**config.mk**
```make
export PLATFORM = sky130hd
export DESIGN_NAME = elink_rx_deser_flat
export DESIGN_NICKNAME = d
export VERILOG_FILES = /design/src/rtl/elink_pkg.sv /design/src/rtl/elink_rx_deser_if.sv /design/src/rtl/elink_rx_lane_shift.sv /design/src/rtl/elink_rx_deser.sv /design/src/flat_wrapper.sv
export SDC_FILE = /design/constraint.sdc
export NUM_CORES = 1
export LEC_CHECK = 0
export BUFFER_PORTS_ARGS = -buffer_cell sky130_fd_sc_hd__buf_2
export CORE_MARGIN = 1.5
export CORE_UTILIZATION = 50
export CTS_CLUSTER_SIZE = 25
export DETAILED_ROUTE_END_ITERATION = 16
export HOLD_SLACK_MARGIN = 0.06
export PLACE_DENSITY = 0.68
export REMOVE_ABC_BUFFERS = 1
export SETUP_SLACK_MARGIN = 0.1
export SYNTH_ARGS = -nofsm -noshare
export SYNTH_HDL_FRONTEND = slang
export SYNTH_SLANG_ARGS = --single-unit
export TNS_END_PERCENT = 1
```
**constraint.sdc**
```tcl
create_clock -name CLK -period 1.75 [get_ports CLK]
set_input_delay 0.175 -clock CLK [delete_from_list [all_inputs] [get_ports CLK]]
set_output_delay 0.175 -clock CLK [all_outputs]
set_load 0.02 [all_outputs]
```
**src/rtl/elink_pkg.sv**
```systemverilog
// rtl/elink_pkg.sv - shared constants, types and width helpers for the elink receive path
package elink_pkg;

   localparam int LANES_DEF = 9;
   localparam int RATIO_DEF = 4;

   typedef enum logic {
      TARGET_E16 = 1'b0,
      TARGET_E64 = 1'b1
   } elink_target_e;

   typedef enum logic {
      SLIP_IDLE    = 1'b0,
      SLIP_PENDING = 1'b1
   } slip_state_e;

   // Bits collected per lane per word: both DDR edges over RATIO fast cycles.
   function automatic int word_w(input int ratio);
      return 2 * ratio;
   endfunction

   // Width of the bit-offset register, able to hold 0 .. word_w-1.
   function automatic int offset_w(input int ratio);
      return (ratio < 1) ? 1 : $clog2(2 * ratio);
   endfunction

   // E64 boards route the receive pairs with swapped polarity.
   function automatic bit invert_default(input elink_target_e target);
      return target == TARGET_E64;
   endfunction

   localparam bit INVERT_E16 = 1'b0;
   localparam bit INVERT_E64 = 1'b1;
   localparam bit INVERT_DEF = INVERT_E16;

endpackage

```
**src/rtl/elink_rx_deser_if.sv**
```systemverilog
// rtl/elink_rx_deser_if.sv - pin-side pairs and word-side outputs of the receive deserializer
interface elink_rx_deser_if
   import elink_pkg::*;
#(
   parameter int LANES = LANES_DEF,
   parameter int RATIO = RATIO_DEF
);
   localparam int WW = word_w(RATIO);
   localparam int OW = offset_w(RATIO);

   logic [LANES-1:0]    EVEN_IN;
   logic [LANES-1:0]    ODD_IN;
   logic                BITSLIP;
   logic                PHASE_SYNC;
   logic [LANES*WW-1:0] DATA_OUT;
   logic                DATA_VALID;
   logic                SLIP_BUSY;
   logic [OW-1:0]       OFFSET;

   modport master (
      output EVEN_IN, ODD_IN, BITSLIP, PHASE_SYNC,
      input  DATA_OUT, DATA_VALID, SLIP_BUSY, OFFSET
   );

   modport slave (
      input  EVEN_IN, ODD_IN, BITSLIP, PHASE_SYNC,
      output DATA_OUT, DATA_VALID, SLIP_BUSY, OFFSET
   );

endinterface

```
**src/rtl/elink_rx_lane_shift.sv**
```systemverilog
// rtl/elink_rx_lane_shift.sv - one lane: input register, bit history and offset window select
module elink_rx_lane_shift #(
   parameter int RATIO  = 4,
   parameter bit INVERT = 1'b0,
   parameter int OW     = 3
) (
   input  logic              clk_i,
   input  logic              rst_ni,
   input  logic              even_i,
   input  logic              odd_i,
   input  logic [OW-1:0]     offset_i,
   output logic [2*RATIO-1:0] window_o
);
   localparam int WW = 2 * RATIO;
   localparam int HW = 4 * RATIO;

   logic          even_q, even_d;
   logic          odd_q, odd_d;
   logic [HW-1:0] hist_q, hist_d;
   logic [HW-1:0] shifted;

   // Next-state: polarity-corrected pair in, history shifts by one pair (oldest at MSB).
   always_comb begin
      even_d = even_i ^ INVERT;
      odd_d  = odd_i ^ INVERT;
      hist_d = {hist_q[HW-3:0], even_q, odd_q};
   end

   // Pair register and history, cleared immediately on reset.
   always_ff @(posedge clk_i or negedge rst_ni) begin
      if (!rst_ni) begin
         even_q <= 1'b0;
         odd_q  <= 1'b0;
         hist_q <= '0;
      end else begin
         even_q <= even_d;
         odd_q  <= odd_d;
         hist_q <= hist_d;
      end
   end

   // Word window starts OFFSET bits above the newest bit; the history is wide enough for any offset.
   always_comb begin
      shifted  = hist_q >> offset_i;
      window_o = shifted[WW-1:0];
   end

endmodule

```
**src/rtl/elink_rx_deser.sv**
```systemverilog
// rtl/elink_rx_deser.sv - fast-clock elink lane deserializer with bitslip and word-phase sync
module elink_rx_deser
   import elink_pkg::*;
#(
   parameter int LANES  = LANES_DEF,
   parameter int RATIO  = RATIO_DEF,
   parameter bit INVERT = INVERT_DEF
) (
   input  logic             CLK,
   input  logic             RESET_N,
   elink_rx_deser_if.slave  rx
);
   localparam int WW = word_w(RATIO);
   localparam int OW = offset_w(RATIO);
   localparam int PW = (RATIO > 1) ? $clog2(RATIO) : 1;

   localparam logic [PW-1:0] PHASE_LAST  = PW'(RATIO - 1);
   localparam logic [OW-1:0] OFFSET_LAST = OW'(WW - 1);

   logic [PW-1:0]       phase_q, phase_d;
   slip_state_e         slip_q, slip_d;
   logic [OW-1:0]       offset_q, offset_d;
   logic [LANES*WW-1:0] data_q, data_d;
   logic                valid_q, valid_d;
   logic [LANES*WW-1:0] window_all;
   logic                boundary;

   for (genvar g = 0; g < LANES; g++) begin : g_lane
      elink_rx_lane_shift #(
         .RATIO  (RATIO),
         .INVERT (INVERT),
         .OW     (OW)
      ) u_lane (
         .clk_i    (CLK),
         .rst_ni   (RESET_N),
         .even_i   (rx.EVEN_IN[g]),
         .odd_i    (rx.ODD_IN[g]),
         .offset_i (offset_q),
         .window_o (window_all[g*WW +: WW])
      );
   end

   // Word phase: a sync pulse restarts the count and suppresses the boundary it lands on.
   always_comb begin
      boundary = (phase_q == PHASE_LAST) && !rx.PHASE_SYNC;
      phase_d  = phase_q + PW'(1);
      if (rx.PHASE_SYNC || (phase_q == PHASE_LAST)) begin
         phase_d = '0;
      end
   end

   // Slip control: one pending request at a time, applied after the next word is captured.
   always_comb begin
      slip_d   = slip_q;
      offset_d = offset_q;
      case (slip_q)
         SLIP_IDLE: begin
            if (rx.BITSLIP) begin
               slip_d = SLIP_PENDING;
            end
         end
         SLIP_PENDING: begin
            if (boundary) begin
               slip_d   = SLIP_IDLE;
               offset_d = (offset_q == OFFSET_LAST) ? '0 : offset_q + OW'(1);
            end
         end
         default: slip_d = SLIP_IDLE;
      endcase
   end

   // Output word is captured with the offset in force before any slip lands on this boundary.
   always_comb begin
      data_d  = data_q;
      valid_d = boundary;
      if (boundary) begin
         data_d = window_all;
      end
   end

   // Control and output registers, cleared immediately on reset.
   always_ff @(posedge CLK or negedge RESET_N) begin
      if (!RESET_N) begin
         phase_q  <= '0;
         slip_q   <= SLIP_IDLE;
         offset_q <= '0;
         data_q   <= '0;
         valid_q  <= 1'b0;
      end else begin
         phase_q  <= phase_d;
         slip_q   <= slip_d;
         offset_q <= offset_d;
         data_q   <= data_d;
         valid_q  <= valid_d;
      end
   end

   assign rx.DATA_OUT   = data_q;
   assign rx.DATA_VALID = valid_q;
   assign rx.SLIP_BUSY  = (slip_q == SLIP_PENDING);
   assign rx.OFFSET     = offset_q;

endmodule
```
**src/flat_wrapper.sv**
```systemverilog
// flat-port wrapper written by rule: the top's interface ports become plain ports
module elink_rx_deser_flat import elink_pkg::*;
#(
   parameter int LANES  = LANES_DEF,
   parameter int RATIO  = RATIO_DEF,
   parameter bit INVERT = INVERT_DEF
)
  (CLK, RESET_N, rx_EVEN_IN, rx_ODD_IN, rx_BITSLIP, rx_PHASE_SYNC, rx_DATA_OUT, rx_DATA_VALID, rx_SLIP_BUSY, rx_OFFSET);
  elink_rx_deser_if #(.LANES(LANES), .RATIO(RATIO)) rx_i ();
  input  logic CLK;
  input  logic RESET_N;
  input wire logic [$bits(rx_i.EVEN_IN)-1:0] rx_EVEN_IN;
  input wire logic [$bits(rx_i.ODD_IN)-1:0] rx_ODD_IN;
  input wire logic [$bits(rx_i.BITSLIP)-1:0] rx_BITSLIP;
  input wire logic [$bits(rx_i.PHASE_SYNC)-1:0] rx_PHASE_SYNC;
  output wire logic [$bits(rx_i.DATA_OUT)-1:0] rx_DATA_OUT;
  output wire logic [$bits(rx_i.DATA_VALID)-1:0] rx_DATA_VALID;
  output wire logic [$bits(rx_i.SLIP_BUSY)-1:0] rx_SLIP_BUSY;
  output wire logic [$bits(rx_i.OFFSET)-1:0] rx_OFFSET;
  assign rx_i.EVEN_IN = rx_EVEN_IN;
  assign rx_i.ODD_IN = rx_ODD_IN;
  assign rx_i.BITSLIP = rx_BITSLIP;
  assign rx_i.PHASE_SYNC = rx_PHASE_SYNC;
  assign rx_DATA_OUT = rx_i.DATA_OUT;
  assign rx_DATA_VALID = rx_i.DATA_VALID;
  assign rx_SLIP_BUSY = rx_i.SLIP_BUSY;
  assign rx_OFFSET = rx_i.OFFSET;
  elink_rx_deser #(.LANES(LANES), .RATIO(RATIO), .INVERT(INVERT)) u_core (.CLK(CLK), .RESET_N(RESET_N), .rx(rx_i));
endmodule
```
Word-level counts from Yosys, hierarchy flattened
Cells that the tools add are included.

Bitwise logic cells: 1. $add $sub $neg: 2. Muxes and demuxes: 5. Shift operators: 9. Reduce and logical (&&, ||, !) cells: 4. Eq/ne operators: 2.

Operator list (count): 16-bit by 3-bit right shift with 8-bit output (9); 3-bit by 1-bit adder with 3-bit output (second input constant) (1); 3-bit equality test (second input constant) (1); 3-bit 2-to-1 mux (1); 2-bit by 1-bit adder with 2-bit output (second input constant) (1); 2-bit equality test (second input constant) (1); 1-bit 2-to-1 mux (2); 2-bit 2-to-1 mux (1); 1-bit one-hot mux with 2 select lines (1); 2-bit AND reduction (1); 1-bit logical AND (1); 1-bit logical NOT (1); 1-bit logical OR (1); 1-bit inverter (1).

Flip-flop bits (word level): 241. Output and inout bits: 77. Input port bits: 22. Word-level logic and storage cells: 55.

Depth between registers and ports, before layout
Gate-level depths: netlist of run 1.

Depth in word-level cells: 4. Mapped depth: 7. Mapped depth without buffers: 5.

Modules after synthesis
Synthesis of run 1 repeated with hierarchy kept, for this count alone.

Cell total of the unflattened synthesis: 514. Area total of the unflattened synthesis: 10232.3 µm².

Modules (own cells, without submodules): elink_rx_lane_shift (cells each 38, area an instance 767.0 µm², times used 9, sequential area each 425.4 µm²); elink_rx_deser (cells each 172, area an instance 3329.4 µm², times used 1, sequential area each 1976.9 µm²).

Least setup slack after synthesis of run 1
No wires, ideal clock.

Path kind: register to register. From: register u_core.offset_q[0], in the netlist u_core.rx.OFFSET[0]. To: register u_core.data_q[70], in the netlist u_core.rx.DATA_OUT[70]. Path slack: -0.286 ns. Library setup time: 0.125 ns. Stages on the path, launching flop included: 7. Required time: 1.625 ns. Arrival: 1.911 ns. Period minus slack after synthesis: 2.036 ns. Buffers on the path: 3. Path through: dfrtp_1 -> buf_6 -> buf_6 -> buf_6 -> mux2_4 -> mux4_2 -> mux2_2.

Cells in the longest elaborated chain, start to end: 1.

Ends and longest elaborated chain: from (decl) (RTL line elink_rx_deser.sv:22) `logic [OW-1:0] offset_q, offset_d;`; from (signal assigned) (RTL line elink_rx_deser.sv:92) `offset_q <= offset_d;`; 16-bit by 3-bit right shift with 8-bit output (RTL line elink_rx_lane_shift.sv:44) `shifted = hist_q >> offset_i;`; to (signal assigned) (RTL line elink_rx_deser.sv:93) `data_q <= data_d;`; to (decl) (RTL line elink_rx_deser.sv:23) `logic [LANES*WW-1:0] data_q, data_d;`.

Every way passes these cells. A chain may end at the register's enable or synchronous reset.

Final worst setup path of run 1
From: register u_core.offset_q[0], in the netlist u_core.rx.OFFSET[0]. To: register u_core.data_q[60], in the netlist u_core.rx.DATA_OUT[60].

The elaborated chain is that of the path after synthesis.

==> PnR_summary.wiki, run 1 <==
{| class="wikitable"
! Metric !! Value
|-
| Area of the mapped netlist || 9770 sq um
|-
| Critical path capture point type || flip-flop
|-
| Diode insertion count for antenna repair || 0
|-
| Proportion of layout cells with a drive suffix above 1 || 0.511
|-
| Final number of setup-violating endpoints || 42
|-
| Final-report max-slew violation count || 0
|-
| Routed len/inst || 20.4 microns
|-
| Share of the core filled with cells || 0.659
|-
| Slew headroom || 0.558
|-
| Final hold violations || 0
|-
| Mean cell area of the mapped netlist || 15.0 sq um
|-
| Post-synth top cells || dfrtp_1 (232), mux2_2 (150), o22ai_1 (60)
|-
| Worst min-delay path category || input pin to asynchronous set/reset pin
|-
| Setup repair after global routing missed its margin || true
|-
| Area inside the core boundary || 19,000 sq um
|-
| Chip Height || 143 microns
|-
| Initial antenna violation count || 0
|-
| Clock H-tree levels || 1
|-
| Final worst-path setup slack || -0.266 ns
|-
| Total routing usage reported by global routing || 0.233
|-
| Leakage power of the design || 0.00548 uW
|-
| Buffer type at the clock tree root || clkbuf_16
|-
| Failing checks || setup timing
|-
| Number of synthesized register bits || 232
|-
| NumNets Final || 862
|-
| Yosys top cell area share || 0.594
|-
| Later-pin clock latency in the skew report || 0.51 ns
|-
| Area delta synth->final || 27.8%
|-
| Data required time at the worst endpoint || 2.15 ns
|-
| Effective utilization at floorplan || 0.515
|-
| DR iter-0 viols || 378
|-
| Wire length of the first global-routing pass || 37,200 microns
|-
| IO Count || 99
|-
| Number of DRC violations after detailed routing || 0
|-
| Row Count || 50
|-
| TritonCTS clock tree || built
|-
| Post-route antenna net violation count || 0
|-
| Synth cell types || 28
|-
| Vias per std cell || 5.78
|-
| Highest net fanout along the worst path || 15
|-
| Fmax || 496 MHz
|-
| Worst VDD drop || 0.00135 V
|-
| Total Routed Length || 22,700 microns
|-
| Chip width || 143 microns
|-
| Clock Pin Slew Worst Setup and Hold Paths || 0.06 ns
|-
| Placer's final routability congestion estimate || 0.852
|-
| Most repeated cell in the gate-level netlist after synthesis || dfrtp_1
|-
| Post-route minimum period || 2.02 ns
|-
| Post-route fraction of the period consumed by the critical path || 1.15
|-
| Via total after detailed routing || 6,434
|-
| WP data arrival || 2.41 ns
|-
| Area of all placed cells without fillers || 12,500 sq um
|-
| Total half-perimeter wirelength after legalization and detailed placement || 14,700 microns
|-
| Worst R2R Setup Slack || -0.27 ns
|-
| Maximum number of pins on one net before global-route repair || 52
|-
| Max-cap viol count || 0
|-
| Power density normalized to cell area || 1740 nW/um^2
|-
| Worst slew pin tran || 0.661 ns
|-
| Ys async rst share || 1.00
|-
| Sequential share of the synthesized area || 0.594
|-
| Clk_skew || 0.00707 ns
|-
| Number of global-route vias before repair || 7,034
|-
| Global route overflow || 0
|-
| Die area || 20,400 sq um
|-
| EDFF count, synth || 0
|-
| Synth area leaders || dfrtp_1 (59%), mux2_2 (17%), mux4_2 (8.3%), o22ai_1 (3.8%), o31ai_1 (2.3%)
|-
| Startpoint type of the worst setup path || flip-flop
|-
| Dpl cell area || 11,100 sq um
|-
| Post-synthesis cell type with the largest combined area || dfrtp_1
|-
| Clock buffer count from CTS || 24
|-
| Synth warn || 0
|-
| Clk sink count || 232
|-
| Run status || complete, but fails checks
|-
| First-pass detailed-route iteration total || 7
|-
| Top flip-flop cell by instance count after synthesis || dfrtp_1
|-
| Setup CP Type || flip-flop to flip-flop
|-
| Clock buffer depth || 3
|-
| Count of mapped cells out of synthesis || 653
|-
| I/O Buffers || 98
|}
flip-flops by register name, summed over array words and instances, names as in the netlist:
register                     flops
u_core.rx.OFFSET                 3
u_core.rx.DATA_OUT              72
u_core.g_lane.u_lane.hist_q    135
u_core.g_lane.u_lane.even_q      9
u_core.rx.DATA_VALID             1
u_core.g_lane.u_lane.odd_q       9
u_core.phase_q                   2
u_core.rx.SLIP_BUSY              1
path summary, 6_finish.rpt:
path	cells after the start	end	start
max in group asynchronous	3	u_core.rx.OFFSET[0]	RESET_N
min in group CLK	2	u_core.g_lane[0].u_lane.even_q	rx_EVEN_IN[0]
hold / removal	2	u_core.g_lane[8].u_lane.hist_q[9]	RESET_N
hold reg to reg	0	u_core.g_lane[3].u_lane.hist_q[0]	u_core.g_lane[3].u_lane.odd_q
setup reg to reg	5	u_core.rx.DATA_OUT[60]	u_core.rx.OFFSET[0]
setup / recovery	5	u_core.rx.DATA_OUT[60]	u_core.rx.OFFSET[0]
metal layers:
layer | vias to the layer above | track usage | share of wire
met4 | 0 | 0.0684 | 0.023
met3 | 55 | 0.0349 | 0.045
met2 | 168 | 0.407 | 0.51
li1 | 2860 | - | -
met5 | - | 0 | 0
met1 | 3351 | 0.303 | 0.42
worst max-delay path, stage by stage (launching register included):
cell and delay, ns:
dfrtp_4 0.53, buf_6 0.15, buf_12 0.14, mux2_4 0.32
mux4_2 0.49, mux2_4 0.27
report_power, final:
part           internal (uW)  leakage, uW  switching, uW  total, uW
Clock                   2970     0.000379           2010       4980
Combinational           4950      0.00235           4700       9650
Sequential              6420      0.00275            694       7120
layout by cell type, fill, tap and decap left out, drive strengths merged, types with 6 or more instances in the layout:
cell type      n
a222oi         6
o22ai         60
dfrtp        232
o31ai         30
nor2b          8
mux2         157
a21oi          6
nand2         32
nor2           7
mux4          36
clkbuf        39
buf          186
dlygate4sd3   21
a221o          6
o22a           6
metrics by stage:
| step | std cells | setup TNS [ns] | power, uW | hold WS, ns | setup slack, ns |
|---|---|---|---|---|---|
| 6_report | 1113 | -7.98 | 21700 | 0.137 | -0.266 |
| 5_1_grt | 1113 | -9.92 | 22900 | 0.164 | -0.311 |
| 4_1_cts | 1111 | -7.36 | 21600 | 0.147 | -0.240 |
| 3_5_place_dp | 1036 | -8.98 | 15900 | 0.0864 | -0.274 |
| 3_3_place_gp | 1036 | -7.63 | 15700 | 0.0801 | -0.224 |
| 2_1_floorplan | 603 | -206.95 | 11500 | -0.121 | -2.90 |
timing repair:
item	4_1_cts	5_1_grt
pin swaps	18	8
endpoints found under the setup margin	64	74
buffers inserted	10	1
hold buffers	21	0
hold endpoints to repair	253	0
gates resized for setup	24	26
gates cloned	2	1
layout make-up:
| cell class | instances | area (sq um) |
|---|---|---|
| clock buffer | 38 | 724 |
| tap | 260 | 325 |
| timing repair buffer | 208 | 1690 |
| clock inverter | 4 | 45.0 |
| sequential | 232 | 5810 |
| fill | 1370 | 6470 |
| multi-input combinational | 370 | 3890 |
| inverter | 1 | 3.75 |
kinds of logic (layout without fill, tap and decap cells):
logic type | after synthesis | after routing | synth area share
buf+inv | 51 | 251 | 0.0242
compound gates | 117 | 117 | 0.0843
mux | 193 | 193 | 0.267
fa+ha+maj | 3 | 3 | 0.00384
simple gates | 57 | 57 | 0.0265
flops | 232 | 232 | 0.594
No activity file was read; power rests on OpenSTA's default activity.
==> run 2, diff against run 1 <==
- TNS_END_PERCENT: 1 -> 20
==> run 2 against run 1 <==
  * Power up 2.6%
  * Wire length up 2.5%
  * Sequential share of layout area down 0.92 points
  * Critical endpoint unchanged
  * Largest cell class unchanged
  * The run still ends with setup timing left
  * Via count up 0.92%
  * Register-to-register slack about the same
  * Combinational power up 6%
  * Largest power group unchanged
  * Critical path type unchanged
  * Flip-flop and latch count unchanged
  * Sequential power about the same
  * Count of clock-buffer cells in the layout unchanged
  * Maximum frequency up 0.34%
  * Clock power about the same
==> PnR_summary.wiki, run 2 (synthesized netlist as in run 1, its figures left out) <==
{| class="wikitable"
! Metric !! Value
|-
| Leading cell type in the layout, fill and taps excluded || dfrtp_1
|-
| Share of total power in the clock network || 0.223
|-
| Worst slew pin tran || 0.679 ns
|-
| Diode insertion count for antenna repair || 0
|-
| Leakage power of the design || 0.00561 uW
|-
| Placer's final routability congestion estimate || 0.852
|-
| Chip width || 143 microns
|-
| Net Switching || 7590 uW
|-
| Worst min-delay path category || input pin to asynchronous set/reset pin
|-
| Clk sink count || 232
|-
| Setup repair after global routing missed its margin || true
|-
| Crit path largest cell delay || 0.53 ns
|-
| Failing checks || setup timing
|-
| Placement-stage worst setup slack || -0.274 ns
|-
| Cell-by-cell listing of the critical path || buf_6 -> buf_12 -> mux2_4 -> mux4_2 -> mux2_4
|-
| Critical Path Most Common Cell || mux2_4
|-
| Post-route total power || 22,300 uW
|-
| Worst R2R Setup Slack || -0.26 ns
|-
| Chip Height || 143 microns
|-
| Number of cells in the finished layout apart from fillers || 1,126
|-
| Internal cell power || 14,700 uW
|-
| Final number of setup-violating endpoints || 45
|-
| Highest net fanout along the worst path || 8
|-
| Initial antenna violation count || 0
|-
| Total half-perimeter wirelength after legalization and detailed placement || 14,700 microns
|-
| Clock H-tree levels || 1
|-
| Later-pin clock latency in the skew report || 0.51 ns
|-
| Worst hold slack || 0.135 ns
|-
| First-pass detailed-route iteration total || 4
|-
| Area inside the core boundary || 19,000 sq um
|-
| Clock buffer count from CTS || 24
|-
| Switching Fraction || 0.340
|-
| Post-route fraction of the period consumed by the critical path || 1.15
|-
| Slew headroom || 0.546
|-
| Vias per std cell || 5.77
|-
| IO Count || 99
|-
| Post-route antenna net violation count || 0
|-
| Via total after detailed routing || 6,493
|-
| Critical path capture point type || flip-flop
|-
| # placed instances || 1,036
|-
| Number of global-route vias before repair || 7,050
|-
| Area delta synth->final || 30.4%
|-
| Die area || 20,400 sq um
|-
| Final worst-path setup slack || -0.259 ns
|-
| WP data arrival || 2.41 ns
|-
| Register bank with the most flops || u_core.g_lane.u_lane.hist_q
|-
| Max-cap viol count || 0
|-
| Fraction of power consumed by combinational cells || 0.458
|-
| Clock buffer depth || 3
|-
| Final hold violations || 0
|-
| Routed len/inst || 20.7 microns
|-
| Number of DRC violations after detailed routing || 0
|-
| Row Count || 50
|-
| Worst VDD drop || 0.00126 V
|-
| DR iter-0 viols || 312
|-
| Wire length of the first global-routing pass || 37,300 microns
|-
| Setup CP Type || flip-flop to flip-flop
|-
| Proportion of layout cells with a drive suffix above 1 || 0.525
|-
| Flip-flop count of the largest register, all copies and words added || 135
|-
| Post-route minimum period || 2.01 ns
|-
| Data required time at the worst endpoint || 2.15 ns
|-
| Maximum number of pins on one net before global-route repair || 52
|-
| TritonCTS clock tree || built
|-
| Power density normalized to cell area || 1750 nW/um^2
|-
| Clock Pin Slew Worst Setup and Hold Paths || 0.06 ns
|-
| Global route overflow || 0
|-
| Cell with the biggest individual delay on the critical path || dfrtp_4
|-
| Most used cells in the layout excluding fill and tap cells || dfrtp_1 (229), mux2_2 (123), buf_2 (96)
|-
| Fmax || 498 MHz
|-
| Total routing usage reported by global routing || 0.233
|-
| Buffer type at the clock tree root || clkbuf_16
|-
| NumNets Final || 875
|-
| Effective utilization at floorplan || 0.515
|-
| I/O Buffers || 98
|-
| Startpoint type of the worst setup path || flip-flop
|-
| Final sum of negative setup slack || -8.56 ns
|-
| Clk_skew || 0.00651 ns
|-
| Final-report max-slew violation count || 0
|-
| Run status || complete, but fails checks
|-
| Share of total power in sequential cells || 0.319
|-
| Total Routed Length || 23,300 microns
|}
## run 2: cell types whose count changed in the layout (fill, tap and decap cells not counted), sizes merged
| cell | change |
|---|---|
| buf | +10 |
| clkbuf | +3 |
## run 2: area by class of cell
type                            count  area (sq um)
Clock inverter                      4          45.0
Multi-Input combinational cell    370          3980
Fill cell                        1341          6220
Tap cell                          260           325
Timing Repair Buffer              221          1850
Clock buffer                       38           724
Inverter                            1          3.75
Sequential cell                   232          5810
## run 2: final timing paths
path / depth (start not counted) / from / end
max: 5 / u_core.rx.OFFSET[0] / u_core.rx.DATA_OUT[60]
min: 2 / RESET_N / u_core.g_lane[8].u_lane.hist_q[9]
max reg2reg: 5 / u_core.rx.OFFSET[0] / u_core.rx.DATA_OUT[60]
min reg2reg: 0 / u_core.g_lane[8].u_lane.odd_q / u_core.g_lane[8].u_lane.hist_q[0]
max in group asynchronous: 3 / RESET_N / u_core.rx.OFFSET[0]
min in group CLK: 2 / rx_EVEN_IN[1] / u_core.g_lane[1].u_lane.even_q
## run 2: layer usage
layer,up-vias,global-route usage,part of all wire
met5,-,0,0
met3,52,0.0349,0.043
met2,191,0.407,0.50
li1,2874,-,-
met4,0,0.0684,0.026
met1,3376,0.303,0.43
## run 2: timing repair
| item | in CTS | in global routing |
|---|---|---|
| hold endpoints to repair | 253 | 0 |
| resized for setup | 26 | 40 |
| setup endpoints to repair | 64 | 73 |
| buffers inserted | 10 | 10 |
| pin swaps | 19 | 11 |
| cloned | 3 | 4 |
| hold buffers | 21 | 0 |
## run 2: power groups by stage
| stage | logic [uW] | clock network, uW | registers [uW] |
|---|---|---|---|
| floorplan | 3140 | 0 | 8390 |
| global placement | 8490 | 0 | 7190 |
| detailed placement | 8670 | 0 | 7230 |
| CTS | 9450 | 5090 | 7110 |
| global route | 10900 | 5270 | 7260 |
| finish | 10200 | 4980 | 7120 |
## run 2: critical path: cells and delay by family (launching register included)
family,cells,cell delay [ns]
buf+inv,2,0.30
flops,1,0.53
mux,3,1.07
## run 2: per-stage QoR
step / instance area [sq um] / util
4_1_cts: 12400 / 0.652
5_1_grt: 12700 / 0.672
3_5_place_dp: 11100 / 0.587
3_3_place_gp: 11100 / 0.587
6_report: 12700 / 0.672
2_1_floorplan: 9530 / -
==> run 3, diff against run 2 <==
- ABC_AREA: default -> 1
- SYNTH_HIERARCHICAL: default -> 1
==> run 3 against run 2 <==
  * Via count up 38%
  * Design area fell by 1.6%
  * Critical path type is now flip-flop to primary output
  * The flow now finishes without violations
  * Worst setup slack better by 0.37 ns
  * Clock skew increased by 0.017 ns
  * Critical endpoint is now rx_OFFSET[0]
==> PnR_summary.wiki, run 3 <==
{| class="wikitable"
! Metric !! Value
|-
| Final hold violations || 0
|-
| Initial antenna violation count || 0
|-
| Maximum number of pins on one net before global-route repair || 58
|-
| Data required time at the worst endpoint || 1.57 ns
|-
| Clock Pin Slew Worst Setup and Hold Paths || 0.06 ns
|-
| Most repeated cell in the gate-level netlist after synthesis || nand2_1
|-
| Startpoint type of the worst setup path || flip-flop
|-
| Chip Height || 150 microns
|-
| NumNets Final || 1,468
|-
| Clock buffer depth || 3
|-
| I/O Buffers || 98
|-
| Via total after detailed routing || 8,972
|-
| Routed len/inst || 13.2 microns
|-
| Area of all placed cells without fillers || 12,500 sq um
|-
| Ys async rst share || 1.00
|-
| Global route overflow || 0
|-
| Synth area leaders || dfrtp_1 (54%), nand2_1 (21%), nand3_1 (16%), buf_6 (2.9%), buf_2 (1.7%)
|-
| Area inside the core boundary || 21,100 sq um
|-
| Yosys top cell area share || 0.539
|-
| Flip-flop count of the largest register, all copies and words added || 135
|-
| Worst min-delay path category || input pin to asynchronous set/reset pin
|-
| Fraction of power consumed by combinational cells || 0.430
|-
| Switching Fraction || 0.410
|-
| Largest family of logic cells by synthesized area || simple AND/OR/NAND/NOR gates
|-
| Share of cell area taken by muxes after synthesis || 0
|-
| Setup CP Type || flip-flop to primary output
|-
| Total half-perimeter wirelength after legalization and detailed placement || 15,200 microns
|-
| Area fraction in and, or, nand and nor cells after synthesis || 0.379
|-
| Number of global-route vias before repair || 8,556
|-
| Post-route antenna net violation count || 0
|-
| Setup repair after global routing missed its margin || true
|-
| Internal cell power || 13,200 uW
|-
| Row Count || 53
|-
| Power density normalized to cell area || 1780 nW/um^2
|-
| Highest net fanout along the worst path || 42
|-
| Count of mapped cells out of synthesis || 1,341
|-
| Number of synthesized register bits || 232
|-
| Fraction of the mapped netlist area in compound gates || 0.000697
|-
| Effective utilization at floorplan || 0.511
|-
| Placement-stage worst setup slack || 0.199 ns
|-
| TritonCTS clock tree || built
|-
| Chip width || 150 microns
|-
| Clk sink count || 232
|-
| Post-route fraction of the period consumed by the critical path || 0.936
|-
| WP data arrival || 1.46 ns
|-
| Fmax || 610 MHz
|-
| Leading cell type in the layout, fill and taps excluded || nand2_1
|-
| Final number of setup-violating endpoints || 0
|-
| Clock buffer count from CTS || 26
|-
| Buffer type at the clock tree root || clkbuf_16
|-
| Wire length of the first global-routing pass || 39,500 microns
|-
| Max-cap viol count || 0
|-
| Mean cell area of the mapped netlist || 8.03 sq um
|-
| Worst slew pin tran || 0.400 ns
|-
| Total Routed Length || 22,900 microns
|-
| Slew headroom || 0.733
|-
| Post-route total power || 22,400 uW
|-
| Leakage power of the design || 0.00665 uW
|-
| Worst VDD drop || 0.00103 V
|-
| Post-synthesis xor/xnor area fraction || 0
|-
| Diode insertion count for antenna repair || 0
|-
| Dpl cell area || 11,400 sq um
|-
| First-pass detailed-route iteration total || 5
|-
| Post-synthesis cell type with the largest combined area || dfrtp_1
|-
| Critical path capture point type || primary output
|-
| Share of total power in sequential cells || 0.314
|-
| Synth cell types || 16
|-
| Net Switching || 9160 uW
|-
| Share of total power in the clock network || 0.256
|-
| Synth warn || 6
|-
| Post-synth top cells || nand2_1 (600), nand3_1 (337), dfrtp_1 (232)
|-
| Post-synthesis share of cell area spent on full adders, half adders and majority gates || 0.00348
|-
| Sequential share of the synthesized area || 0.539
|-
| Run status || complete, no violations
|-
| Top flip-flop cell by instance count after synthesis || dfrtp_1
|-
| Proportion of layout cells with a drive suffix above 1 || 0.150
|-
| Clock H-tree levels || 1
|-
| Area of the mapped netlist || 10,800 sq um
|-
| Final worst-path setup slack || 0.112 ns
|-
| DR iter-0 viols || 495
|-
| Clk_skew || 0.0237 ns
|-
| Vias per std cell || 5.17
|-
| Placer's final routability congestion estimate || 0.864
|-
| Later-pin clock latency in the skew report || 0.53 ns
|-
| Register bank with the most flops || u_core/g_lane.u_lane/hist_q
|-
| Die area || 22,400 sq um
|-
| Number of DRC violations after detailed routing || 0
|-
| Area delta synth->final || 16.4%
|-
| Total routing usage reported by global routing || 0.212
|-
| Most used cells in the layout excluding fill and tap cells || nand2_1 (600), nand3_1 (337), dfrtp_1 (229)
|-
| IO Count || 99
|-
| Reg-to-Reg Start || u_core/rx.OFFSET[1]
|-
| Launching instance or port of the critical path || u_core/rx.OFFSET[0]
|-
| EDFF count, synth || 0
|-
| Final-report max-slew violation count || 0
|-
| Post-route minimum period || 1.64 ns
|}
==> run 3: power groups by stage <==
stage	Combinational, uW	Sequential [uW]	Clock, uW
after floorplan	4160	8320	0
after global placement	9390	7140	0
after detailed placement	9510	7130	0
after CTS	9590	7050	5860
after global routing	10900	7170	6110
final	9600	7030	5720
==> run 3: routing by layer <==
metal  part of all wire  GRT usage  vias up
li1                   -          -     4492
met1               0.46      0.298     4205
met2               0.46      0.348      244
met3              0.061     0.0323       31
met4              0.015     0.0500        0
met5                  0          0        -
==> run 3: cells by family after synthesis <==
logic type / count (synthesis)
AND/OR/NAND/NOR: 960
flip-flops: 232
buffers and inverters: 145
adder cells (fa/ha/maj): 3
AO/OA/AOI/OAI: 1
==> run 3: final timing paths <==
check,to,slack [ns],depth (start not counted)
worst max-delay path,rx_OFFSET[0],0.11,2
worst min-delay path,u_core/rx.DATA_OUT[56],0.16,2
worst max register to register,u_core/rx.OFFSET[2],0.19,6
worst min register to register,u_core/g_lane[1].u_lane/hist_q[0],0.34,0
max in group asynchronous,u_core/rx.DATA_OUT[70],0.96,3
min in group CLK,u_core/g_lane[7].u_lane/even_q,0.29,2
==> run 3: area by class of cell <==
| cell class | count | area (sq um) |
|---|---|---|
| fillers | 1919 | 8550 |
| flip-flops and latches | 232 | 5810 |
| multi-input cells | 964 | 4130 |
| repair buffers | 143 | 1010 |
| clock buffers | 32 | 734 |
| well taps | 275 | 344 |
| inverters | 76 | 315 |
| clock inverters | 15 | 188 |
==> run 3: worst max-delay path, cell delays in order (launching register included) <==
cell	delay, ns
dfrtp_4	0.48
buf_12	0.23
buf_2	0.20
==> run 3: per-stage QoR <==
stage | TNS, ns | hold slack, ns | utilization | instances
6_report | 0 | 0.164 | 0.594 | 1737
5_1_grt | 0 | 0.178 | 0.594 | 1737
4_1_cts | 0 | 0.161 | 0.594 | 1737
3_5_place_dp | 0 | 0.117 | 0.540 | 1669
3_3_place_gp | 0 | 0.114 | 0.540 | 1669
2_1_floorplan | -164.09 | -0.121 | - | 1272
==> run 3: timing repair <==
action	CTS	global route
setup endpoints to repair	3	53
endpoints found under the hold margin	253	0
buffers inserted	1	0
hold buffers	21	0
gates resized for setup	0	5
